==> src/rtl/hs_pkg.sv <==
// Shared types and constants for the handshake receive side.
package hs_pkg;

  localparam int unsigned RX_SYNC_MIN = 2;

  typedef enum logic [1:0] {
    RESYNC     = 2'd0,
    IDLE       = 2'd1,
    WAIT_SPACE = 2'd2,
    ACK        = 2'd3
  } rx_state_t;

endpackage

==> src/rtl/sync_ff_m.sv <==
// Multi-flop synchroniser for a single asynchronous level; clears to 0 on reset.
module sync_ff_m #(
  parameter int unsigned STAGES = 2
) (
  input  logic aclk,
  input  logic reset,
  input  logic d,
  output logic q
);

  logic [STAGES-1:0] r_chain;

  always_ff @(posedge aclk) begin
    if (!reset) begin
      r_chain <= '0;
    end else begin
      r_chain <= {r_chain[STAGES-2:0], d};
    end
  end

  assign q = r_chain[STAGES-1];

endmodule

==> src/rtl/hs_sync_rx_m.sv <==
// 4-phase bundled-data receiver: synchronises in_req, captures in_data into a
// small FIFO, returns in_ack and presents words on a valid/ready interface.
module hs_sync_rx_m
  import hs_pkg::*;
#(
  parameter int unsigned WIDTH       = 32,
  parameter int unsigned DEPTH       = 4,
  parameter int unsigned SYNC_STAGES = 2
) (
  input  logic                         aclk,
  input  logic                         reset,
  input  logic                         in_req,
  output logic                         in_ack,
  input  logic [WIDTH-1:0]             in_data,
  output logic                         out_valid,
  input  logic                         out_ready,
  output logic [WIDTH-1:0]             out_data,
  output logic [$clog2(DEPTH+1)-1:0]   count
);

  localparam int unsigned SYNC_N = (SYNC_STAGES < RX_SYNC_MIN) ? RX_SYNC_MIN : SYNC_STAGES;
  localparam int unsigned AW     = $clog2(DEPTH);
  localparam int unsigned PW     = AW + 1;
  localparam int unsigned CW     = $clog2(DEPTH + 1);

  logic              w_req_s;
  rx_state_t         r_state;
  rx_state_t         w_state_nxt;
  logic              r_ack;
  logic              w_ack_nxt;
  logic              w_push;
  logic              w_pop;
  logic              w_full;
  logic [SYNC_N-1:0] r_settle;
  logic              r_armed;
  logic [PW-1:0]     r_wr_ptr;
  logic [PW-1:0]     r_rd_ptr;
  logic [CW-1:0]     r_count;
  logic [WIDTH-1:0]  r_mem [DEPTH];

  sync_ff_m #(.STAGES(SYNC_N)) u_req_sync (
    .aclk  (aclk),
    .reset (reset),
    .d     (in_req),
    .q     (w_req_s)
  );

  assign w_full    = (r_wr_ptr[AW] != r_rd_ptr[AW]) &&
                     (r_wr_ptr[AW-1:0] == r_rd_ptr[AW-1:0]);
  assign out_valid = (r_count != '0);
  assign w_pop     = out_valid && out_ready;
  assign out_data  = r_mem[r_rd_ptr[AW-1:0]];
  assign count     = r_count;
  assign in_ack    = r_ack;

  // Handshake sequencing; a capture needs r_armed, i.e. a genuinely low request
  // seen after the synchroniser has refilled, since its reset zeros look "low".
  always_comb begin
    w_state_nxt = r_state;
    w_ack_nxt   = 1'b0;
    w_push      = 1'b0;
    case (r_state)
      RESYNC: begin
        if (!w_req_s) w_state_nxt = IDLE;
      end
      IDLE: begin
        if (w_req_s && r_armed) begin
          if (!w_full) begin
            w_push      = 1'b1;
            w_ack_nxt   = 1'b1;
            w_state_nxt = ACK;
          end else begin
            w_state_nxt = WAIT_SPACE;
          end
        end
      end
      WAIT_SPACE: begin
        if (!w_full) begin
          w_push      = 1'b1;
          w_ack_nxt   = 1'b1;
          w_state_nxt = ACK;
        end
      end
      ACK: begin
        if (w_req_s) begin
          w_ack_nxt = 1'b1;
        end else begin
          w_state_nxt = IDLE;
        end
      end
      default: w_state_nxt = RESYNC;
    endcase
  end

  always_ff @(posedge aclk) begin
    if (!reset) begin
      r_state  <= RESYNC;
      r_ack    <= 1'b0;
      r_settle <= '0;
      r_armed  <= 1'b0;
    end else begin
      r_state  <= w_state_nxt;
      r_ack    <= w_ack_nxt;
      r_settle <= {r_settle[SYNC_N-2:0], 1'b1};
      r_armed  <= r_armed | (r_settle[SYNC_N-1] & ~w_req_s);
    end
  end

  // FIFO storage, wrap-bit pointers and occupancy.
  always_ff @(posedge aclk) begin
    if (!reset) begin
      r_wr_ptr <= '0;
      r_rd_ptr <= '0;
      r_count  <= '0;
      for (int unsigned i = 0; i < DEPTH; i++) begin
        r_mem[AW'(i)] <= '0;
      end
    end else begin
      if (w_push) begin
        r_mem[r_wr_ptr[AW-1:0]] <= in_data;
        r_wr_ptr                <= r_wr_ptr + PW'(1);
      end
      if (w_pop) begin
        r_rd_ptr <= r_rd_ptr + PW'(1);
      end
      case ({w_push, w_pop})
        2'b10:   r_count <= r_count + CW'(1);
        2'b01:   r_count <= r_count - CW'(1);
        default: r_count <= r_count;
      endcase
    end
  end

endmodule

==> config.mk <==
export PLATFORM = sky130hd
export DESIGN_NAME = hs_sync_rx_m
export DESIGN_NICKNAME = d
export VERILOG_FILES = /design/src/rtl/hs_pkg.sv /design/src/rtl/sync_ff_m.sv /design/src/rtl/hs_sync_rx_m.sv
export SDC_FILE = /design/constraint.sdc
export NUM_CORES = 1
export LEC_CHECK = 0
export ABC_CLOCK_PERIOD_IN_PS = 4080
export BUFFER_PORTS_ARGS = -buffer_cell sky130_fd_sc_hd__buf_2
export CORE_ASPECT_RATIO = 1.2
export CORE_MARGIN = 5
export CORE_UTILIZATION = 53
export CTS_CLUSTER_DIAMETER = 150
export DETAILED_ROUTE_END_ITERATION = 10
export PLACE_DENSITY = 0.76
export SYNTH_ARGS = -nofsm -noshare
export SYNTH_HDL_FRONTEND = slang
export SYNTH_SLANG_ARGS = --single-unit
==> constraint.sdc <==
create_clock -name aclk -period 4.08 [get_ports aclk]
set_input_delay 0.408 -clock aclk [delete_from_list [all_inputs] [get_ports aclk]]
set_output_delay 0.408 -clock aclk [all_outputs]
set_load 0.02 [all_outputs]
==> out/summary.txt <==
================================================================================
Async set-reset flop share out of synthesis                                   0%
Worst Tran Pin Value                                                   0.8914 ns
Wire length of the first global-routing pass                            20.42 mm
Post-Synthesis Net Count                                                     493
Max H-tree Level                                                               4
Mean instance size in the synthesized netlist                          14.29 um2
Nets                                                                         565
Switching power share of the total                                        26.10%
WP data arrival                                                          3.11 ns
Number of sinks handled by clock tree synthesis                              147
Number of iterations in the first detailed-routing pass                        4
Max Slew Vio Count                                                             0
Setup violators final                                                          0
Number of global-route vias before repair                                   4008
Number of hold buffers added after CTS                                         0
Clock share of power                                                       38.5%
Worst-case clock buffer depth                                                  2
Remaining antenna violation count                                              0
Internal cell power                                                     3.008 mW
Final standard cell count with taps included and fillers excluded            694
Cell count after synthesis                                                   449
Worst hold path startpoint                                                in_req
Startpoint-to-endpoint class of the critical path                   flip-flop to flip-flop
Die Span X                                                              110.5 um
Final worst clock skew                                               0.009295 ns
Final worst path period share                                             73.85%
TritonCTS Buffers                                                             17
Worst vdd ir                                                            290.9 uV
Most used standard cell by instance count after synthesis           sky130_fd_sc_hd__edfxtp_1
RSZ-0062 raised after global routing                                       false
Primary flip-flop cell chosen by synthesis mapping                  sky130_fd_sc_hd__edfxtp_1
Total of flip-flops plus latches after synthesis                             147
Leading cell types by total area after synthesis                    sky130_fd_sc_hd__edfxtp_1 60%, sky130_fd_sc_hd__mux4_2 11%, sky130_fd_sc_hd__dfxtp_1 5.9%, sky130_fd_sc_hd__nor2_1 4.5%, sky130_fd_sc_hd__and2_1 3.4%
Startpoint of the most critical setup path                            r_state[1]
Crit Path Max Fanout                                                          33
Avg Vias per Cell                                                          5.431
Average wire per cell in the routed design                              18.54 um
Sum of routed wire length over all layers                               12.87 mm
Power density of the placed cells                                   538.1 mW/mm2
Top cells by instance count after synthesis                         128 x sky130_fd_sc_hd__edfxtp_1, 77 x sky130_fd_sc_hd__nor2_1, 38 x sky130_fd_sc_hd__nand2_1
Number of antenna violations at the first check in global routing              0
Setup slack, reg-to-reg                                                  1.07 ns
Post-CTS Setup Inserts                                                         0
Min cycle time layout                                                   3.013 ns
Antenna diode count                                                            0
Insertion delay of the later-clocked pin in the worst-skew pair          0.42 ns
Required time of the critical path                                       4.18 ns
Cell chosen for the clock root                                      sky130_fd_sc_hd__clkbuf_16
Relative max-transition margin                                            40.43%
YS warnings                                                                    0
DP Cell Count                                                                663
Critical R2R Launch                                                   r_state[1]
Max Clock Freq                                                         331.9 MHz
Sequential fraction of the synthesis area                                 65.82%
Maxcap violations                                                              0
Cell area after technology mapping                                  0.006417 mm2
Post_cts resized                                                               0
Number of endpoints with negative hold slack in the final report               0
Element type at the critical path start                                flip-flop
Area delta synth->final                                                   17.88%
Clock Pin Slew Worst Setup and Hold Paths                                0.06 ns
Number of primary I/O pins                                                    73
Cell row count                                                                44
Cell variety after synth                                                      36
Via Count                                                                   3769
Result of the run                                                      completed
Logic pwr share                                                            17.1%
Seq pwr share                                                              44.4%
Last weighted congestion value of the routability-driven placer           0.7852
Buffers added on ports                                                        72
Pin count of the biggest net entering global routing                          37
Number of enable-type register cells in the synthesized netlist              128
Post-detailed-route DRC marker count                                           0
Die Y-Extent                                                            130.5 um
Ratio of cells with drive above 1 in the final layout                     34.33%
Worst Hold Class                                                    input port to flip-flop
Gr ovfl total                                                                  0
Global routing usage summed across all routing layers                     18.64%
Clock tree from TritonCTS                                                    yes
Leakage power summed over all cells                                     2.710 nW
Half-perimeter wire length after detailed placement                     7.936 mm
Net switching component of the power                                    1.063 mW
Biggest area consumer among synthesized cells                       sky130_fd_sc_hd__edfxtp_1
Area share of the largest cell type after synthesis                       59.89%
1st-iter DRT viols                                                           248
Die area                                                             0.01442 mm2
Share of the core filled with cells                                       63.03%
Core region area                                                     0.01200 mm2
Initial core utilization                                                  53.47%
Setup TNS                                                                   0 ns
Worst Setup End Kind                                                   flip-flop
================================================================================
per-stage QoR:
step                      area, um2  setup slack [ns]  total power, mW  hold slack (ns)
after global routing           7565            0.9395            4.222           0.2018
after global placement         6969             1.167            2.513           0.4162
final                          7565             1.067            4.071           0.1985
after floorplan                6417          0.003516            2.314           0.4119
after detailed placement       6969             1.070            2.538           0.4177
after CTS                      7565             1.051            4.095           0.1914
worst paths after layout:
path	endpoint	depth (start not counted)
max	r_mem[2][30]	8
min	u_req_sync.r_chain[0]	2
max reg2reg	r_mem[2][30]	8
min reg2reg	r_settle[1]	1
layout make-up:
class	instances	area, um2
fill	925	4437
tap	161	201.4
multi-input combinational	263	2072
timing repair buffer	81	427.9
clock inverter	13	166.4
inverter	11	41.29
clock buffer	18	429.2
sequential	147	4227
worst max-delay path: stages (launching register included):
cell and delay [ns]:
sky130_fd_sc_hd__dfxtp_1 0.35, sky130_fd_sc_hd__inv_1 0.11, sky130_fd_sc_hd__ha_1 0.24, sky130_fd_sc_hd__a31o_2 0.23
sky130_fd_sc_hd__o31ai_4 0.07, sky130_fd_sc_hd__or3b_2 0.47, sky130_fd_sc_hd__buf_4 0.31, sky130_fd_sc_hd__o21ai_4 0.54
sky130_fd_sc_hd__buf_4 0.36
sequential cells by signal, indices dropped and copies added (netlist names), named ones only:
name,flops
r_mem,128
count,3
r_rd_ptr,3
r_wr_ptr,3
r_settle,2
r_state,2
u_req_sync.r_chain,2
in_ack,1
r_armed,1
layer usage:
| metal | wire (um) | track usage [%] | up-vias |
|---|---|---|---|
| met4 | 174 | 6.232 | 0 |
| li1 | - | - | 1757 |
| met5 | 0 | 0 | - |
| met2 | 7059 | 34.61 | 129 |
| met3 | 767 | 4.975 | 12 |
| met1 | 4868 | 21.03 | 1871 |
cell families (layout without fill, tap and decap cells):
group,count (synthesis),after routing,synth area share [%]
DFF,147,147,65.82
AOI/OAI and AO/OA,23,23,2.554
and+or+nand+nor,188,188,13.94
muxes,33,33,11.39
buffers and inverters,39,123,2.886
adders and majority gates,8,8,1.677
xor gates and xnor gates,11,11,1.735
layout by cell type (no fill, tap or decap), types with 2 or more instances in the layout:
| cell | instances |
|---|---|
| sky130_fd_sc_hd__o21ai_4 | 3 |
| sky130_fd_sc_hd__clkinv_2 | 3 |
| sky130_fd_sc_hd__nor2_2 | 30 |
| sky130_fd_sc_hd__o31ai_4 | 2 |
| sky130_fd_sc_hd__a21oi_1 | 6 |
| sky130_fd_sc_hd__clkinv_1 | 4 |
| sky130_fd_sc_hd__ha_1 | 7 |
| sky130_fd_sc_hd__nand2_1 | 38 |
| sky130_fd_sc_hd__xnor2_1 | 5 |
| sky130_fd_sc_hd__and2_1 | 35 |
| sky130_fd_sc_hd__dfxtp_2 | 2 |
| sky130_fd_sc_hd__buf_4 | 9 |
| sky130_fd_sc_hd__bufinv_16 | 4 |
| sky130_fd_sc_hd__xor2_1 | 4 |
| sky130_fd_sc_hd__inv_1 | 10 |
| sky130_fd_sc_hd__edfxtp_1 | 128 |
| sky130_fd_sc_hd__nor2_1 | 76 |
| sky130_fd_sc_hd__xor2_2 | 2 |
| sky130_fd_sc_hd__nand3_1 | 2 |
| sky130_fd_sc_hd__or3_1 | 4 |
| sky130_fd_sc_hd__o21ai_0 | 4 |
| sky130_fd_sc_hd__clkbuf_16 | 17 |
| sky130_fd_sc_hd__dfxtp_1 | 17 |
| sky130_fd_sc_hd__buf_2 | 72 |
| sky130_fd_sc_hd__mux4_2 | 32 |
power by group through the flow:
stage	logic (mW)	clock network [mW]	registers (mW)
6_report	0.695	1.57	1.81
2_1_floorplan	0.515	0	1.80
4_1_cts	0.705	1.58	1.81
5_1_grt	0.750	1.65	1.82
3_3_place_gp	0.682	0	1.83
3_5_place_dp	0.699	0	1.84
No activity file was read; power rests on OpenSTA's default activity.
